--- config.mk ---
export PLATFORM = sky130hd
export DESIGN_NAME = usb_token_tx
export DESIGN_NICKNAME = d
export VERILOG_FILES = /design/src/rtl/usb_tx_pkg.sv /design/src/rtl/crc_gen_5bit.sv /design/src/rtl/usb_token_tx.sv
export SDC_FILE = /design/constraint.sdc
export NUM_CORES = 1
export LEC_CHECK = 0
export CAP_MARGIN = 20
export CORE_AREA = 2 2 77 79
export CTS_BUF_LIST = sky130_fd_sc_hd__clkbuf_4 sky130_fd_sc_hd__clkbuf_8 sky130_fd_sc_hd__clkbuf_16
export DETAILED_ROUTE_END_ITERATION = 10
export DIE_AREA = 0 0 79 81
export GPL_ROUTABILITY_DRIVEN = 0
export GPL_TIMING_DRIVEN = 0
export PLACE_DENSITY = 0.66
export SYNTH_ARGS = -nofsm -noshare
export SYNTH_HDL_FRONTEND = slang
export SYNTH_HIERARCHICAL = 1
export SYNTH_SLANG_ARGS = --single-unit
--- constraint.sdc ---
create_clock -name clk -period 4.14 [get_ports clk]
set_clock_uncertainty 0.2 [all_clocks]
set_input_delay 0.828 -clock clk [delete_from_list [all_inputs] [get_ports clk]]
set_output_delay 0.828 -clock clk [all_outputs]
set_load 0.01 [all_outputs]
--- src/rtl/usb_tx_pkg.sv ---
// usb_tx_pkg: shared states, PID/SYNC/CRC5 constants and FSM sequencing helpers for the USB token transmitter.
package usb_tx_pkg;
  typedef enum logic [2:0] {IDLE, SYNC, PID, TOKEN, CRC, EOP_SE0, EOP_J} state_t;
  localparam logic [3:0] PID_OUT   = 4'h1;
  localparam logic [3:0] PID_IN    = 4'h9;
  localparam logic [3:0] PID_SOF   = 4'h5;
  localparam logic [3:0] PID_SETUP = 4'hD;
  localparam logic [7:0] SYNC_BYTE = 8'h80;
  localparam logic [4:0] CRC5_INIT = 5'b11111;
  localparam logic [4:0] CRC5_POLY = 5'b00101;
  localparam int EOP_SE0_BITS = 2;
  function automatic logic [3:0] last_idx(input state_t s);
    return (s == SYNC || s == PID) ? 4'd7 :
           (s == TOKEN) ? 4'd10 :
           (s == CRC) ? 4'd4 :
           (s == EOP_SE0) ? 4'(EOP_SE0_BITS - 1) : 4'd0;
  endfunction
  function automatic state_t next_state(input state_t s);
    return (s == EOP_J) ? IDLE : state_t'(s + 3'd1);
  endfunction
endpackage

--- src/rtl/crc_gen_5bit.sv ---
// crc_gen_5bit: serial USB CRC5 (x^5+x^2+1) shift register, cleared to all ones.
module crc_gen_5bit
  import usb_tx_pkg::*;
(
  input  logic       clk,
  input  logic       n_rst,
  input  logic       clear,
  input  logic       shift,
  input  logic       din,
  output logic [4:0] crc
);
  logic w_fb;
  assign w_fb = din ^ crc[4];
  always_ff @(posedge clk or negedge n_rst) begin
    if (!n_rst) crc <= CRC5_INIT;
    else if (clear) crc <= CRC5_INIT;
    else if (shift) crc <= {crc[3:0], 1'b0} ^ (w_fb ? CRC5_POLY : 5'd0);
  end
endmodule

--- src/rtl/usb_token_tx.sv ---
// usb_token_tx: serialises a USB token packet (SYNC, PID, addr/endp, CRC5, EOP) onto NRZI D+/D-.
// Optional bit stuffing is enabled by defining USB_TX_BIT_STUFF_EN.
module usb_token_tx
  import usb_tx_pkg::*;
#(
  parameter int CLKS_PER_BIT = 8
) (
  input  logic       clk,
  input  logic       n_rst,
  input  logic       tx_start,
  input  logic [3:0] tx_pid,
  input  logic [6:0] tx_addr,
  input  logic [3:0] tx_endp,
  output logic       d_plus,
  output logic       d_minus,
  output logic       tx_busy,
  output logic       tx_done
);
  localparam logic [7:0] RELOAD = 8'(CLKS_PER_BIT - 1);
`ifdef USB_TX_BIT_STUFF_EN
  localparam logic STUFF_EN = 1'b1;
`else
  localparam logic STUFF_EN = 1'b0;
`endif
  state_t      r_state;
  logic [7:0]  r_cnt;
  logic [3:0]  r_idx;
  logic [3:0]  r_pid;
  logic [6:0]  r_addr;
  logic [3:0]  r_endp;
  logic        r_line;
  logic [2:0]  r_ones;
  logic        r_dp, r_dm, r_busy, r_done;
  logic [4:0]  w_crc;
  logic [7:0]  w_pidb;
  logic [10:0] w_tok;
  logic        w_accept, w_tick, w_last, w_stuff, w_adv, w_bit, w_line;
  state_t      w_nstate;
  logic [3:0]  w_nidx;
  assign w_pidb = {~r_pid, r_pid};
  assign w_tok  = {r_endp, r_addr};
  // r_idx names the data bit on the line; a stuffed 0 leaves it (and the state) in place.
  always_comb begin
    w_accept = (r_state == IDLE) && tx_start;
    w_tick   = (r_state != IDLE) && (r_cnt == 8'd0);
    w_last   = (r_idx == last_idx(r_state));
    w_stuff  = STUFF_EN && w_tick && (r_state inside {SYNC, PID, TOKEN, CRC}) && (r_ones == 3'd6);
    w_adv    = w_accept || (w_tick && !w_stuff);
    w_nstate = w_accept ? SYNC : w_last ? next_state(r_state) : r_state;
    w_nidx   = (w_accept || w_last) ? 4'd0 : r_idx + 4'd1;
    w_bit    = (w_nstate == SYNC)  ? SYNC_BYTE[w_nidx[2:0]] :
               (w_nstate == PID)   ? w_pidb[w_nidx[2:0]] :
               (w_nstate == TOKEN) ? w_tok[w_nidx] : ~w_crc[3'd4 - w_nidx[2:0]];
    w_line   = (w_bit && !w_stuff) ? r_line : ~r_line;
  end
  crc_gen_5bit u_crc (
    .clk   (clk),
    .n_rst (n_rst),
    .clear (w_accept),
    .shift (w_adv && (w_nstate == TOKEN)),
    .din   (w_bit),
    .crc   (w_crc)
  );
  always_ff @(posedge clk or negedge n_rst) begin
    if (!n_rst) begin
      r_state <= IDLE;
      r_cnt   <= 8'd0;
      r_idx   <= 4'd0;
      r_pid   <= 4'd0;
      r_addr  <= 7'd0;
      r_endp  <= 4'd0;
      r_line  <= 1'b1;
      r_ones  <= 3'd0;
      r_dp    <= 1'b1;
      r_dm    <= 1'b0;
      r_busy  <= 1'b0;
      r_done  <= 1'b0;
    end else begin
      r_done <= 1'b0;
      r_cnt  <= (w_accept || w_tick) ? RELOAD : (r_state == IDLE) ? 8'd0 : r_cnt - 8'd1;
      if (w_accept) begin
        r_pid  <= tx_pid;
        r_addr <= tx_addr;
        r_endp <= tx_endp;
        r_busy <= 1'b1;
      end
      if (w_stuff) begin
        r_line <= w_line;
        r_dp   <= w_line;
        r_dm   <= ~w_line;
        r_ones <= 3'd0;
      end
      if (w_adv) begin
        r_state <= w_nstate;
        r_idx   <= w_nidx;
        if (w_nstate == IDLE) begin
          r_busy <= 1'b0;
          r_done <= 1'b1;
          r_dp   <= 1'b1;
          r_dm   <= 1'b0;
        end else if (w_nstate == EOP_SE0) begin
          r_dp <= 1'b0;
          r_dm <= 1'b0;
        end else if (w_nstate == EOP_J) begin
          r_line <= 1'b1;
          r_dp   <= 1'b1;
          r_dm   <= 1'b0;
        end else begin
          r_line <= w_line;
          r_dp   <= w_line;
          r_dm   <= ~w_line;
          r_ones <= w_bit ? r_ones + 3'd1 : 3'd0;
        end
      end
    end
  end
  assign d_plus  = r_dp;
  assign d_minus = r_dm;
  assign tx_busy = r_busy;
  assign tx_done = r_done;
endmodule
# Yosys cells after proc, flatten, opt, wreduce, memory -nomap -nowiden
# Memory sizes are Yosys's and may differ from the RTL's.
# Cells that the tools add are included.
# W data, S select, Z words.
# op_classes
n_mux	35
n_bitwise	8
n_reduce_logical	12
add_sub_neg	4
order_cmp	3
n_eq_ne	12
# op_table
cell	count
$mux W1	20
$mux W8	2
$eq A3 B3 Y1 const B	5
$mux W3	5
$eq A3 B2 Y1 const B	4
$mux W4	3
$mux W5	2
$logic_not A8 Y1	1
$lt A3 B4 Y1 const B	2
$sub A8 B1 Y8 const B	1
$bmux W1 S3	2
$eq A3 B1 Y1 const B	2
$logic_not A3 Y1	2
$lt A4 B5 Y1 const B	1
$not A1 Y1	5
$xor A5 B5 Y5	1
$add A4 B1 Y4 const B	1
$bmux W1 S4	1
$eq A4 B4 Y1	1
$not A4 Y4	1
$add A3 B1 Y3 const B	1
$logic_and A1 B1 Y1	3
$logic_or A1 B1 Y1	3
$reduce_and A3 Y1	1
other kinds (4)	4
# totals
n_memories	1
output_inout_bits	4
word_cells	87
input_bits	18
romBits	8
ff_bits	40
# memory_table
memory	depth	word_bits	read_ports	rd_ports_with_merged_regs	write_ports	line	source
(name not given)	8	1	1	0	0	usb_token_tx.sv:51	w_bit = (w_nstate == SYNC) ? SYNC_BYTE[w_nidx[2:0]] :

# Longest topological paths before layout
# logic_depth
depth_word	20
depth_mapped	18
depth_no_buf	16

# Cells and area by module
# Netlist, hierarchy kept.
# modules_own_cells
mod	area_each_um2	seq_area_each_um2	n_inst	cells_per_inst
usb_token_tx	2159.6	878.3	1	245
crc_gen_5bit	246.5	131.4	1	18

# Least setup slack after synthesis
# No wires, ideal clock.
# synth_path
kind	reg-to-reg
from	reg r_state[1]
to	reg u_crc.crc[2]
required_time_ps	3858
synth_period_minus_slack_ps	4111
path_buffers	2
stages_incl_launch_ff	18
arrival_ps	3830
setup_slack_ps	29
path_cell_list	dfrtp_1 > buf_6 > and2_1 > ha_1 > or3_1 > a22oi_1 > o22ai_2 > or2_1 > buf_6 > and3_4 > ha_1 > mux4_2 > mux2i_1 > a21oi_1 > a31o_1 > nor2_1 > xor3_1 > a211o_1
# synth_between
elab_chain_cells	20
elab_cells_between_ends	46
# synth_rtl
item	line	source
from (decl)	usb_token_tx.sv:25	state_t r_state;
from (signal assigned)	usb_token_tx.sv:94	r_state <= w_nstate;
$eq A3 B3 Y1	usb_tx_pkg.sv:16	(s == EOP_SE0) ? 4'(EOP_SE0_BITS - 1) : 4'd0;
$mux W1	usb_tx_pkg.sv:16	
$mux W3	usb_tx_pkg.sv:15	(s == CRC) ? 4'd4 :
$mux W4	usb_tx_pkg.sv:14	(s == TOKEN) ? 4'd10 :
$mux W4	usb_tx_pkg.sv:13	return (s == SYNC || s == PID) ? 4'd7 :
$eq A4 B4 Y1	usb_token_tx.sv:46	w_last = (r_idx == last_idx(r_state));
$logic_or A1 B1 Y1 *	usb_token_tx.sv:50	w_nidx = (w_accept || w_last) ? 4'd0 : r_idx + 4'd1;
$mux W4 *	usb_token_tx.sv:50	
via w_nidx[1]	usb_token_tx.sv:39	logic [3:0] w_nidx;
(+5 left out)	-	
$mux W1	usb_token_tx.sv:52	(w_nstate == PID) ? w_pidb[w_nidx[2:0]] :
$mux W1 *	usb_token_tx.sv:51	
via w_bit	usb_token_tx.sv:37	logic w_accept, w_tick, w_last, w_stuff, w_adv, w_bit, w_line;
$xor A1 B1 Y1 *	crc_gen_5bit.sv:13	assign w_fb = din ^ crc[4];
$mux W3 *	crc_gen_5bit.sv:17	else if (shift) crc <= {crc[3:0], 1'b0} ^ (w_fb ? CRC5_POLY : 5'd0);
$xor A5 B5 Y5 *	crc_gen_5bit.sv:17	
$mux W5 *	crc_gen_5bit.sv:17	
$mux W5 *	crc_gen_5bit.sv:16	else if (clear) crc <= CRC5_INIT;
to (signal assigned)	crc_gen_5bit.sv:17	
to (decl)	crc_gen_5bit.sv:10	output logic [4:0] crc
# The timed path passes the listed nets; every way through them passes the cells marked *. The select of a mux whose other input is x is not followed.
# A chain may end at the register's enable or synchronous reset.

# Final worst setup path
# layout_path
from	reg r_state[2]
to	reg r_dm (netlist: d_minus)
# layout_between
elab_chain_cells	20
elab_cells_between_ends	47
# layout_rtl
item	line	source
$eq A3 B3 Y1	usb_tx_pkg.sv:16	
$mux W1	usb_tx_pkg.sv:16	
$mux W3	usb_tx_pkg.sv:15	
$mux W4	usb_tx_pkg.sv:14	
$mux W4	usb_tx_pkg.sv:13	
$eq A4 B4 Y1	usb_token_tx.sv:46	
$logic_or A1 B1 Y1 *	usb_token_tx.sv:50	
$mux W4 *	usb_token_tx.sv:50	
via w_nidx[1]	usb_token_tx.sv:39	
(+4 left out)	-	
$mux W1	usb_token_tx.sv:53	(w_nstate == TOKEN) ? w_tok[w_nidx] : ~w_crc[3'd4 - w_nidx[2:0]];
$mux W1	usb_token_tx.sv:52	
$mux W1 *	usb_token_tx.sv:51	
$mux W1 *	usb_token_tx.sv:54	w_line = (w_bit && !w_stuff) ? r_line : ~r_line;
$not A1 Y1 *	usb_token_tx.sv:111	r_dm <= ~w_line;
$mux W1 *	usb_token_tx.sv:104	end else if (w_nstate == EOP_J) begin
$mux W1 *	usb_token_tx.sv:101	end else if (w_nstate == EOP_SE0) begin
$mux W1 *	usb_token_tx.sv:96	if (w_nstate == IDLE) begin
to (signal assigned)	usb_token_tx.sv:90	r_dm <= ~w_line;
to (signal assigned)	usb_token_tx.sv:111	
to (decl)	usb_token_tx.sv:33	logic r_dp, r_dm, r_busy, r_done;
# Marks and branches as above.

==> run summary <==
fmax: 254 MHz
worst endpoint required time: 4.14 ns
Initial DRT Pass Iterations: 4
starting density of the core: 42.4%
wire per inst: 13.3 um
ANT nets after route: 0
Layout area overhead: 22.8%
clk buf depth: 2
Synth area leader: dfrtp_1
Hold WC Path Type: reg -> reg
CP arrival: 3.94 ns
WL met1: 2400 um
status: completed
final net count: 323
largest cells by area after synthesis: dfrtp_1 34%, nand2_1 10%, dfstp_2 7.6%
number of flops mapped to enable cells by yosys: 0
Reg clk slew, reported paths: 0.07 ns
HP Start: d_plus
Core Region: 5680 um^2
largest net degree at the start of global routing: 41
TritonCTS clock tree: built
power per cell area: 824 nW/um^2
routed wl met3: 118 um
DIE HEIGHT: 81 um
uppermost layer routed: met4
fin crit period: 3.94 ns
synthesized flop and latch total: 40
post-route core utilization: 52.1%
Worst-Skew Late Latency: 0.29 ns
R2R depth: 17
Avg Cell Area, Syn: 9.15 um^2
kind of critical path: reg -> reg
yosys warns: 6
DR vias: 1952
Synth async-reset ratio: 100%
total CTS buffers: 5
DR DRC count: 0
Crit Reg-Reg Startpoint: r_state[2]
share of cells above drive strength 1: 19.9%
post-synth top area share: 34.3%
initial antenna violation count: 0
post-route insts no fill: 376
Hold Path Depth: 2
fillers: 536
CP max FO: 6
number of global-route vias before repair: 1908
Antenna diodes: 0
final setup vio count: 0
setup slack, reg-to-reg: 0.20 ns
setup_tns: 0 ns
LEAKAGE: 1.34 nW
Final Hold Viols: 0
relative slew slack: 41.8%
I/O pin cnt: 22
via density per instance: 5.19
FF-to-FF End: d_minus
Die ar.: 6400 um^2
placed cells: 359
syn_nets: 286
final worst-path cycle share: 95.2%
Hold Buf Count CTS: 0
post-synth cell types: 60
clock sinks: 40
post-detailed-routing wire length: 4990 um
Initial DRC Count: 91
total gr overflow: 0
cell row count: 28
hpwl dp: 3500 um
Worst-Margin Slew: 0.874 ns
hold path endpoint: d_plus
Slew Viols, Final: 0
clk root buf: clkbuf_8
Max Cap Viol: 0
startpoint types: flip-flop
Post-Synthesis Cells: 263
CP endpoint kind: flip-flop
post-synthesis cell area: 2410 um^2
metal2 WL: 2390 um
ys flop type: dfrtp_1
register area share after synthesis: 42.0%
RSZ-0062 raised after global routing: true
H-tree depth: 2
Total GRT Usage: 17.1%
first-pass GRT wire length: 8750 um
IO buf count: 21
Die X-Extent: 79 um
Max IR drop VDD: 0.000339 V
==> Yosys cell counts (2+ instances only) <==
master    number
a211o_1        6
a21oi_1        5
a31oi_1        2
and2_1         3
buf_2          3
buf_6          3
clkbuf_1       6
dfrtp_1       33
dfstp_2        7
ha_1           5
inv_1          7
mux2_2         3
mux2i_1        7
nand2_1       64
nand2b_1       2
nand3_1        7
nor2_1        19
nor2b_1        6
nor3_1         2
nor3b_1        2
o21ai_0       14
o22a_1         2
o22ai_1        3
o22ai_2        2
o31ai_1        3
or3_1          5
xnor2_1        6
xor2_1         4
==> cell type report <==
cell class / instances / area (um^2) / area share (%)
multi-input cells: 202 / 1360 / 46.0
clock buffers: 6 / 76.3 / 2.58
clock inverters: 2 / 35.0 / 1.19
well taps: 75 / 93.8 / 3.18
plain buffers: 11 / 58.8 / 1.99
flip-flops and latches: 40 / 1010 / 34.2
repair buffers: 32 / 288 / 9.74
inverters: 8 / 33.8 / 1.14
==> sequential cells by signal (all words and copies together), names as in the netlist <==
| name | flops |
|---|---|
| d_minus | 1 |
| d_plus | 1 |
| r_addr | 7 |
| r_cnt | 8 |
| r_endp | 4 |
| r_idx | 4 |
| r_line | 1 |
| r_pid | 4 |
| r_state | 3 |
| tx_busy | 1 |
| tx_done | 1 |
| u_crc/crc | 5 |
==> stage by stage <==
| step | worst slack, ns | hold slack (ns) | power [mW] | cell area (um^2) |
|---|---|---|---|---|
| 2_1_floorplan | 0.0287 | 0.240 | 1.69 | 2410 |
| 3_3_place_gp | -0.224 | 0.257 | 1.95 | 2710 |
| 3_5_place_dp | -0.311 | 0.264 | 1.98 | 2710 |
| 4_1_cts | 0.0262 | 0.275 | 2.41 | 2900 |
| 5_1_grt | -0.0198 | 0.294 | 2.66 | 2960 |
| 6_report | 0.198 | 0.272 | 2.44 | 2960 |
==> cell families (layout without fill, tap and decap cells) <==
group,count (synthesis),count (layout),share of synthesized area (%)
AOI/OAI and AO/OA,52,52,15.8
xor gates and xnor gates,13,13,5.98
muxes,12,12,5.82
adders and majority gates,5,5,2.60
and+or+nand+nor,120,120,23.5
DFF,40,40,42.0
buffers and inverters,21,59,4.37
==> cell usage in the layout (no fill, tap or decap), types with 2 or more instances in the layout <==
master           netlist  layout
nand2_1               64      64
dfrtp_1               33      33
clkdlybuf4s50_1        0      20
nor2_1                19      18
o21ai_0               14      14
buf_4                  0      11
nand3_1                7       7
mux2i_1                7       7
dfstp_2                7       7
clkbuf_1               6       6
nor2b_1                6       6
inv_1                  7       6
xnor2_1                6       6
a211o_1                6       6
a21oi_1                5       5
clkbuf_8               0       5
xor2_1                 4       4
buf_2                  3       3
or3_1                  5       3
o31ai_1                3       3
mux2_2                 3       3
o22ai_1                3       3
ha_1                   5       3
buf_6                  3       2
or3_4                  0       2
nor3b_1                2       2
o22ai_2                2       2
nand2b_1               2       2
and2_4                 0       2
nor3_1                 2       2
a31oi_1                2       2
o22a_1                 2       2
ha_4                   0       2
==> power breakdown <==
group / switching [mW] / internal [mW] / leakage (nW)
clock network: 0.133 / 0.185 / 0.0586
logic: 0.759 / 0.671 / 0.787
registers: 0.109 / 0.578 / 0.491
==> timing repair <==
item	4_1_cts	5_1_grt
gates resized for setup	10	6
endpoints found under the setup margin	5	5
endpoints found under the hold margin	0	0
pin swaps	3	10
setup buffers	4	7
cloned	0	0
==> worst max-delay path by stage <==
stage	from	endpoint
3_5_place_dp	r_state[1]	u_crc/crc[2]
2_1_floorplan	r_state[1]	u_crc/crc[2]
4_1_cts	r_state[1]	d_minus
5_1_grt	r_state[2]	d_minus
3_3_place_gp	r_state[1]	u_crc/crc[2]
6_report	r_state[2]	d_minus
==> worst max-delay path, stage by stage, from the launching register on <==
cell and delay [ns]:
dfrtp_1 0.34, buf_6 0.13, clkinvlp_4 0.12, ha_4 0.20, or3_4 0.32, a22oi_2 0.16, o22ai_2 0.12, or2_1 0.25
buf_6 0.13, and3_4 0.18, ha_4 0.26, mux4_2 0.28, mux2i_1 0.14, a21oi_1 0.06, a31o_2 0.28, or3_4 0.38
and2_4 0.16, o31ai_2 0.15
==> per-layer routing <==
layer	GRT usage (%)	up-vias
li1	-	979
met4	5.69	0
met3	3.44	9
met2	29.1	31
met1	21.9	933
met5	0	-
Note: power is estimated with default switching activity, not from simulation.
